### src/rtl/comp_unit.sv
// Registered N-bit magnitude comparator (eq/gt/lt) built on a log-depth merge tree.
// Build option COMP_UNIT_SIGNED_EN adds an is_signed input for two's-complement compares.
module comp_unit #(
  parameter int N = 32
) (
  input  logic         clk,
  input  logic         rst_n,
  input  logic         valid_in,
  input  logic [N-1:0] a,
  input  logic [N-1:0] b,
`ifdef COMP_UNIT_SIGNED_EN
  input  logic         is_signed,
`endif
  output logic         a_eq_b,
  output logic         a_gt_b,
  output logic         a_lt_b,
  output logic         valid_out
);

  // Leaf count rounded up to a power of two; padded leaves compare 0 vs 0 (eq=1, gt=0).
  localparam int P = 1 << $clog2(N);

  logic [P-1:0]   w_a_pad;
  logic [P-1:0]   w_b_pad;
  logic [2*P-2:0] w_gt;
  logic [2*P-2:0] w_eq;
  logic           w_lt;

  logic r_valid;
  logic r_eq;
  logic r_gt;
  logic r_lt;

  always_comb begin
    w_a_pad          = '0;
    w_b_pad          = '0;
    w_a_pad[N-1:0]   = a;
    w_b_pad[N-1:0]   = b;
`ifdef COMP_UNIT_SIGNED_EN
    // Flipping both sign bits maps two's complement onto unsigned ordering.
    w_a_pad[N-1]     = a[N-1] ^ is_signed;
    w_b_pad[N-1]     = b[N-1] ^ is_signed;
`endif
  end

  // Heap-ordered tree: node i has low child 2i+1 and high child 2i+2; leaf P-1+j is bit j.
  // NOTE: blocking assignments here are intentional; each node reads children
  // computed earlier in the same pass, and the defaults first prevent latches.
  always_comb begin
    w_gt = '0;
    w_eq = '0;
    for (int j = 0; j < P; j++) begin
      w_gt[P-1+j] = w_a_pad[j] & ~w_b_pad[j];
      w_eq[P-1+j] = ~(w_a_pad[j] ^ w_b_pad[j]);
    end
    for (int i = P - 2; i >= 0; i--) begin
      w_gt[i] = w_gt[2*i+2] | (w_eq[2*i+2] & w_gt[2*i+1]);
      w_eq[i] = w_eq[2*i+2] & w_eq[2*i+1];
    end
  end

  assign w_lt = ~w_gt[0] & ~w_eq[0];

  // NOTE: the flags only load on valid_in, so they hold (and ignore X operands)
  // on idle cycles; reset is synchronous and takes priority over valid_in.
  always_ff @(posedge clk) begin
    if (!rst_n) begin
      r_valid <= 1'b0;
      r_eq    <= 1'b0;
      r_gt    <= 1'b0;
      r_lt    <= 1'b0;
    end else begin
      r_valid <= valid_in;
      if (valid_in) begin
        r_eq <= w_eq[0];
        r_gt <= w_gt[0];
        r_lt <= w_lt;
      end
    end
  end

  assign valid_out = r_valid;
  assign a_eq_b    = r_eq;
  assign a_gt_b    = r_gt;
  assign a_lt_b    = r_lt;

endmodule

### config.mk
export PLATFORM = sky130hd
export DESIGN_NAME = comp_unit
export DESIGN_NICKNAME = d
export VERILOG_FILES = /design/src/rtl/comp_unit.sv
export SDC_FILE = /design/constraint.sdc
export NUM_CORES = 1
export LEC_CHECK = 0
export ABC_AREA = 1
export CAP_MARGIN = 20
export CORE_ASPECT_RATIO = 0.8
export CORE_MARGIN = 2
export CORE_UTILIZATION = 37
export CTS_CLUSTER_SIZE = 24
export DETAILED_ROUTE_END_ITERATION = 10
export PLACE_DENSITY_LB_ADDON = 0.05
export SLEW_MARGIN = 15
export SYNTH_ARGS = -nofsm -noshare
export SYNTH_HDL_FRONTEND = slang
export SYNTH_SLANG_ARGS = --single-unit
export TNS_END_PERCENT = 30
### constraint.sdc
create_clock -name clk -period 1.3 [get_ports clk]
set_clock_uncertainty 0.05 [all_clocks]
set_input_delay 0.13 -clock clk [delete_from_list [all_inputs] [get_ports clk]]
set_output_delay 0.13 -clock clk [all_outputs]
set_load 0.03 [all_outputs]
# After elaboration in Yosys (flattened, before gate mapping)

Cells that the tools add are included.

Bitwise operators: 224

Operators by type and width:

| operator    | number |
|---|---|
| $and 1x1->1 | 95 |
| $not 1->1   | 66 |
| $xor 1x1->1 | 32 |
| $or 1x1->1  | 31 |

Bits in registers: 4
Logic and storage cells: 228

# Longest topological paths before layout

Depth after elaboration: 14
Depth in mapped cells: 13
Mapped depth without buffers: 13

# Worst setup path after synthesis

OpenSTA, ideal clock, no wires.

Path type: input-to-reg
From: in b[31]
To: reg r_lt (netlist: a_lt_b)
Arrival time: 1.052 ns
Setup slack: 0.085 ns
Stages on the path: 11
Buffers on the path: 0
Setup time: 0.114 ns
Data required time: 1.136 ns
Path through: inv_1 -> ha_1 -> nand2_2 -> nor2_4 -> nand2_2 -> nor2_4 -> nand3_2 -> nand2_2 -> inv_2 -> nand3_2 -> a21oi_2

Longest elaborated chain between the ends: 10
Elaborated cells on any way between the ends: 22

Ends and longest elaborated chain:

| item                                             | line   | source |
|---|---|---|
| from (decl)                                      | 10     | `input logic [N-1:0] b,` |
| $xor 1x1->1                                      | 54     | `w_eq[P-1+j] = ~(w_a_pad[j] ^ w_b_pad[j]);` |
| $not 1->1                                        | 54     |  |
| $and 1x1->1 (on tied branches)                   | 57, 58 |  |
| $or 1x1->1 (tied with other cells) (3 in series) | 57     | `w_gt[i] = w_gt[2*i+2] \| (w_eq[2*i+2] & w_gt[2*i+1]);` |
| $or 1x1->1 or $and 1x1->1 (tied branches)        | 57     |  |
| $or 1x1->1                                       | 57     |  |
| $not 1->1                                        | 62     | `assign w_lt = ~w_gt[0] & ~w_eq[0];` |
| $and 1x1->1 (*)                                  | 62     |  |
| to (signal assigned)                             | 77     | `r_lt <= w_lt;` |
| to (decl)                                        | 32     | `logic r_lt;` |

Mark *: on every way between the ends. The rest lies on a longest branch, timed or not.
A chain may end at the register's enable or synchronous reset.

# Worst setup path after layout

From: in b[17]
To: reg r_lt (netlist: a_lt_b)

Longest elaborated chain between the ends: 13
Elaborated cells on any way between the ends: 22

Ends and longest elaborated chain:

| item                     | line |
|---|---|
| $xor 1x1->1              | 54 |
| $not 1->1                | 54 |
| $and 1x1->1              | 57 |
| $or 1x1->1               | 57 |
| $and 1x1->1              | 57 |
| $or 1x1->1               | 57 |
| $and 1x1->1              | 57 |
| $or 1x1->1               | 57 |
| $and 1x1->1              | 57 |
| $or 1x1->1 (2 in series) | 57 |
| $not 1->1                | 62 |
| $and 1x1->1 (*)          | 62 |

Marks and branches as above.

==> metrics.md <==
| Metric | Value |
|---|---|
| Hold Path End | `valid_out` |
| Die H | `52.4 microns` |
| Total wire length | `3.34 mm` |
| Startpoint Class | `input pin` |
| Reg area | `80.1 sq um` |
| Post-route DRC | `0` |
| Largest net degree at the start of global routing | `7` |
| CTS tree | `yes` |
| Number of global-route vias before repair | `1342` |
| Hold Crit Depth | `3` |
| First-pass iteration count of the detailed router | `4` |
| Post-synthesis cell count | `168` |
| Ys Warns | `0` |
| Synth top area cells | `ha_1 37%, inv_1 16%, nand2_1 15%` |
| Crit Path Class | `input pin to flip-flop` |
| Initial antenna violation count | `0` |
| Final total power | `0.000955 W` |
| Status | `complete, no violations` |
| Via/cell ratio | `4.62` |
| CP Data Required Time | `1430 ps` |
| Area of the multi-input gates | `1230 sq um` |
| # nets final | `342` |
| Global Route Usage Sum | `19.5%` |
| # H-tree levels | `1` |
| Cell with the most instances on the worst path | `nand2_1` |
| DRT antenna net count | `0` |
| Total core area | `2770 sq um` |
| # hold bufs at CTS | `0` |
| Total grt overflow | `0` |
| IO Port Bufs | `70` |
| Clock period minus final worst setup slack | `1260 ps` |
| CTS Buffer Depth | `2` |
| Post-Syn Area | `1080 sq um` |
| Worst rel slew slack | `76.7%` |
| Lkg Pwr | `1.09 nW` |
| Synthesis-stage register bit count | `4` |
| Syn-to-layout area delta | `104%` |
| Diode count | `0` |
| Yosys top cell by area | `ha_1` |
| Initial Utilization | `39.2%` |
| Post-DP HPWL | `2.29 mm` |
| Slew Viols, Final | `0` |
| Worst R2R Start | `a_gt_b` |
| Layout Utilization | `80.0%` |
| Fraction of layout cells with a size suffix above 1 | `39.4%` |
| Post-synth cell types | `17` |
| Fillers | `200` |
| Worst-path maximum fanout | `2` |
| Max incr delay on CP | `240 ps` |
| Reg2reg setup slack | `470 ps` |
| Starting DRT DRC Count | `14` |
| Post-Syn Nets | `267` |
| Yosys top cell area share | `36.9%` |
| Endpoints failing hold | `0` |
| Clock sink total | `4` |
| Worst VDD drop | `0.000255 V` |
| Critical path's slowest cell | `dlygate4sd2_1` |
| Seq/Total Area, Yosys | `7.38%` |
| Final setup fails | `0` |
| Number of buffers created by CTS | `3` |
| Worst-path clk slew | `50 ps` |
| Hold wc startpoint | `rst_n` |
| Crit path buffers/inverters | `2` |
| PD cells | `432 nW/um^2` |
| Root Driver | `clkbuf_4` |
| Worst Setup End Kind | `flip-flop` |
| Vias | `1290` |
| Tcrit/Tclk final | `96.7%` |
| Die X-Extent | `64.5 microns` |
| Die area | `3380 sq um` |
| R2r worst-path depth | `2` |
| RR Endpoint | `a_gt_b` |
| I/O Pins | `71` |
| Hold Path Class | `input pin to flip-flop` |
| CP Cell Sequence | `dlygate4sd2_1 > inv_2 > ha_4 > nand2_1 > nand2_1 > nand2_1 > nand2_1 > nand2_1 > nand2_2 > a21oi_4 > nand3_2 > a21oi_2` |
| # Max-Cap Violations | `0` |
| Critical path's top delay family | `simple AND/OR/NAND/NOR gates` |
| Worst-margin pin slew | `345 ps` |
| Avg Cell Area, Syn | `6.46 sq um` |
| Rows | `17` |
| Worst skew pair latency | `240 ps` |
| Fmax | `796 MHz` |
| Placer Congestion | `0.689` |
| Arr. time, crit path | `1390 ps` |
| Wire per inst | `12.0 microns` |
| First-pass GRT wire length | `5.14 mm` |
-- area by class of cell --
class	count	area share [%]
Tap cell	38	2.15
Sequential cell	4	3.62
Timing Repair Buffer	70	29.0
Multi-Input combinational cell	114	55.7
Inverter	50	8.49
Clock buffer	3	1.02
-- cells by family (layout without fill, tap and decap cells) --
| family | Yosys count | after routing | share of synthesized area [%] |
|---|---|---|---|
| AND/OR/NAND/NOR | 63 | 63 | 27.9 |
| buffers and inverters | 50 | 123 | 17.3 |
| adder cells (fa/ha/maj) | 32 | 32 | 36.9 |
| AO/OA/AOI/OAI | 19 | 19 | 10.5 |
| flip-flops | 4 | 4 | 7.38 |
-- cell usage after synthesis, drive strengths merged --
library cell	number
o21a	1
nand2	46
dfxtp	4
nand3	5
inv	50
nor2	12
o21ai	3
ha	32
a31oi	1
a21oi	13
a21o	1
-- tightest hold or removal path, cell delays in order --
cell and delay, ps:
clkdlybuf4s50_1 450, nand2_1 90, inv_1 30
-- through the flow --
stage / area, sq um / TNS (ps) / worst slack [ps] / std cells / hold WS, ps
2_1_floorplan: 1080 / 0 / 84.6 / 168 / 173
3_3_place_gp: 1830 / -1150 / -434 / 276 / 417
3_5_place_dp: 1830 / -1310 / -496 / 276 / 423
4_1_cts: 2030 / 0 / 17.3 / 279 / 419
5_1_grt: 2210 / -66.4 / -44.4 / 279 / 457
6_report: 2210 / 0 / 43.5 / 279 / 445
-- routing by layer --
layer | vias up | GRT usage [%] | wire, microns
met2 | 39 | 44.1 | 2020
met4 | 0 | 7.80 | 31
met3 | 4 | 1.51 | 139
met1 | 588 | 17.6 | 1150
met5 | - | 0 | 0
li1 | 659 | - | -
-- cell usage in the layout (no fill, tap or decap), drive strengths merged, types with 2 or more instances in the layout --
cell type / netlist / routed
ha: 32 / 32
nand3: 5 / 5
nand2: 46 / 46
dlygate4sd2: 0 / 45
clkdlybuf4s50: 0 / 2
nor2: 12 / 12
clkbuf: 0 / 4
a21oi: 13 / 13
clkdlybuf4s15: 0 / 21
o21ai: 3 / 3
dfxtp: 4 / 4
inv: 50 / 50
-- sequential cells by signal (all words and copies together) (netlist names) --
name / count
valid_out: 1
a_gt_b: 1
a_lt_b: 1
a_eq_b: 1
-- repair_timing --
| action | in CTS | in global routing |
|---|---|---|
| endpoints found under the setup margin | 7 | 3 |
| cloned | 0 | 0 |
| setup buffers | 0 | 0 |
| pin swaps | 56 | 46 |
| resized for setup | 115 | 58 |
-- power breakdown --
group / switching (W) / internal [W] / total, W
registers: 0.00000389 / 0.000131 / 0.000135
logic: 0.000313 / 0.000336 / 0.000650
clock network: 0.0000662 / 0.000104 / 0.000170
total: 0.000384 / 0.000572 / 0.000955
-- how the worst max path moves through the flow --
stage | depth (start not counted) | from | endpoint | slack [ps]
global placement | 12 | b[7] | a_lt_b | -430
global route | 12 | b[6] | a_lt_b | -40
detailed placement | 12 | b[23] | a_lt_b | -500
finish | 12 | b[17] | a_lt_b | 40
CTS | 11 | a[8] | a_lt_b | 20
floorplan | 11 | b[31] | a_lt_b | 80
Note: power is estimated with default switching activity, not from simulation.
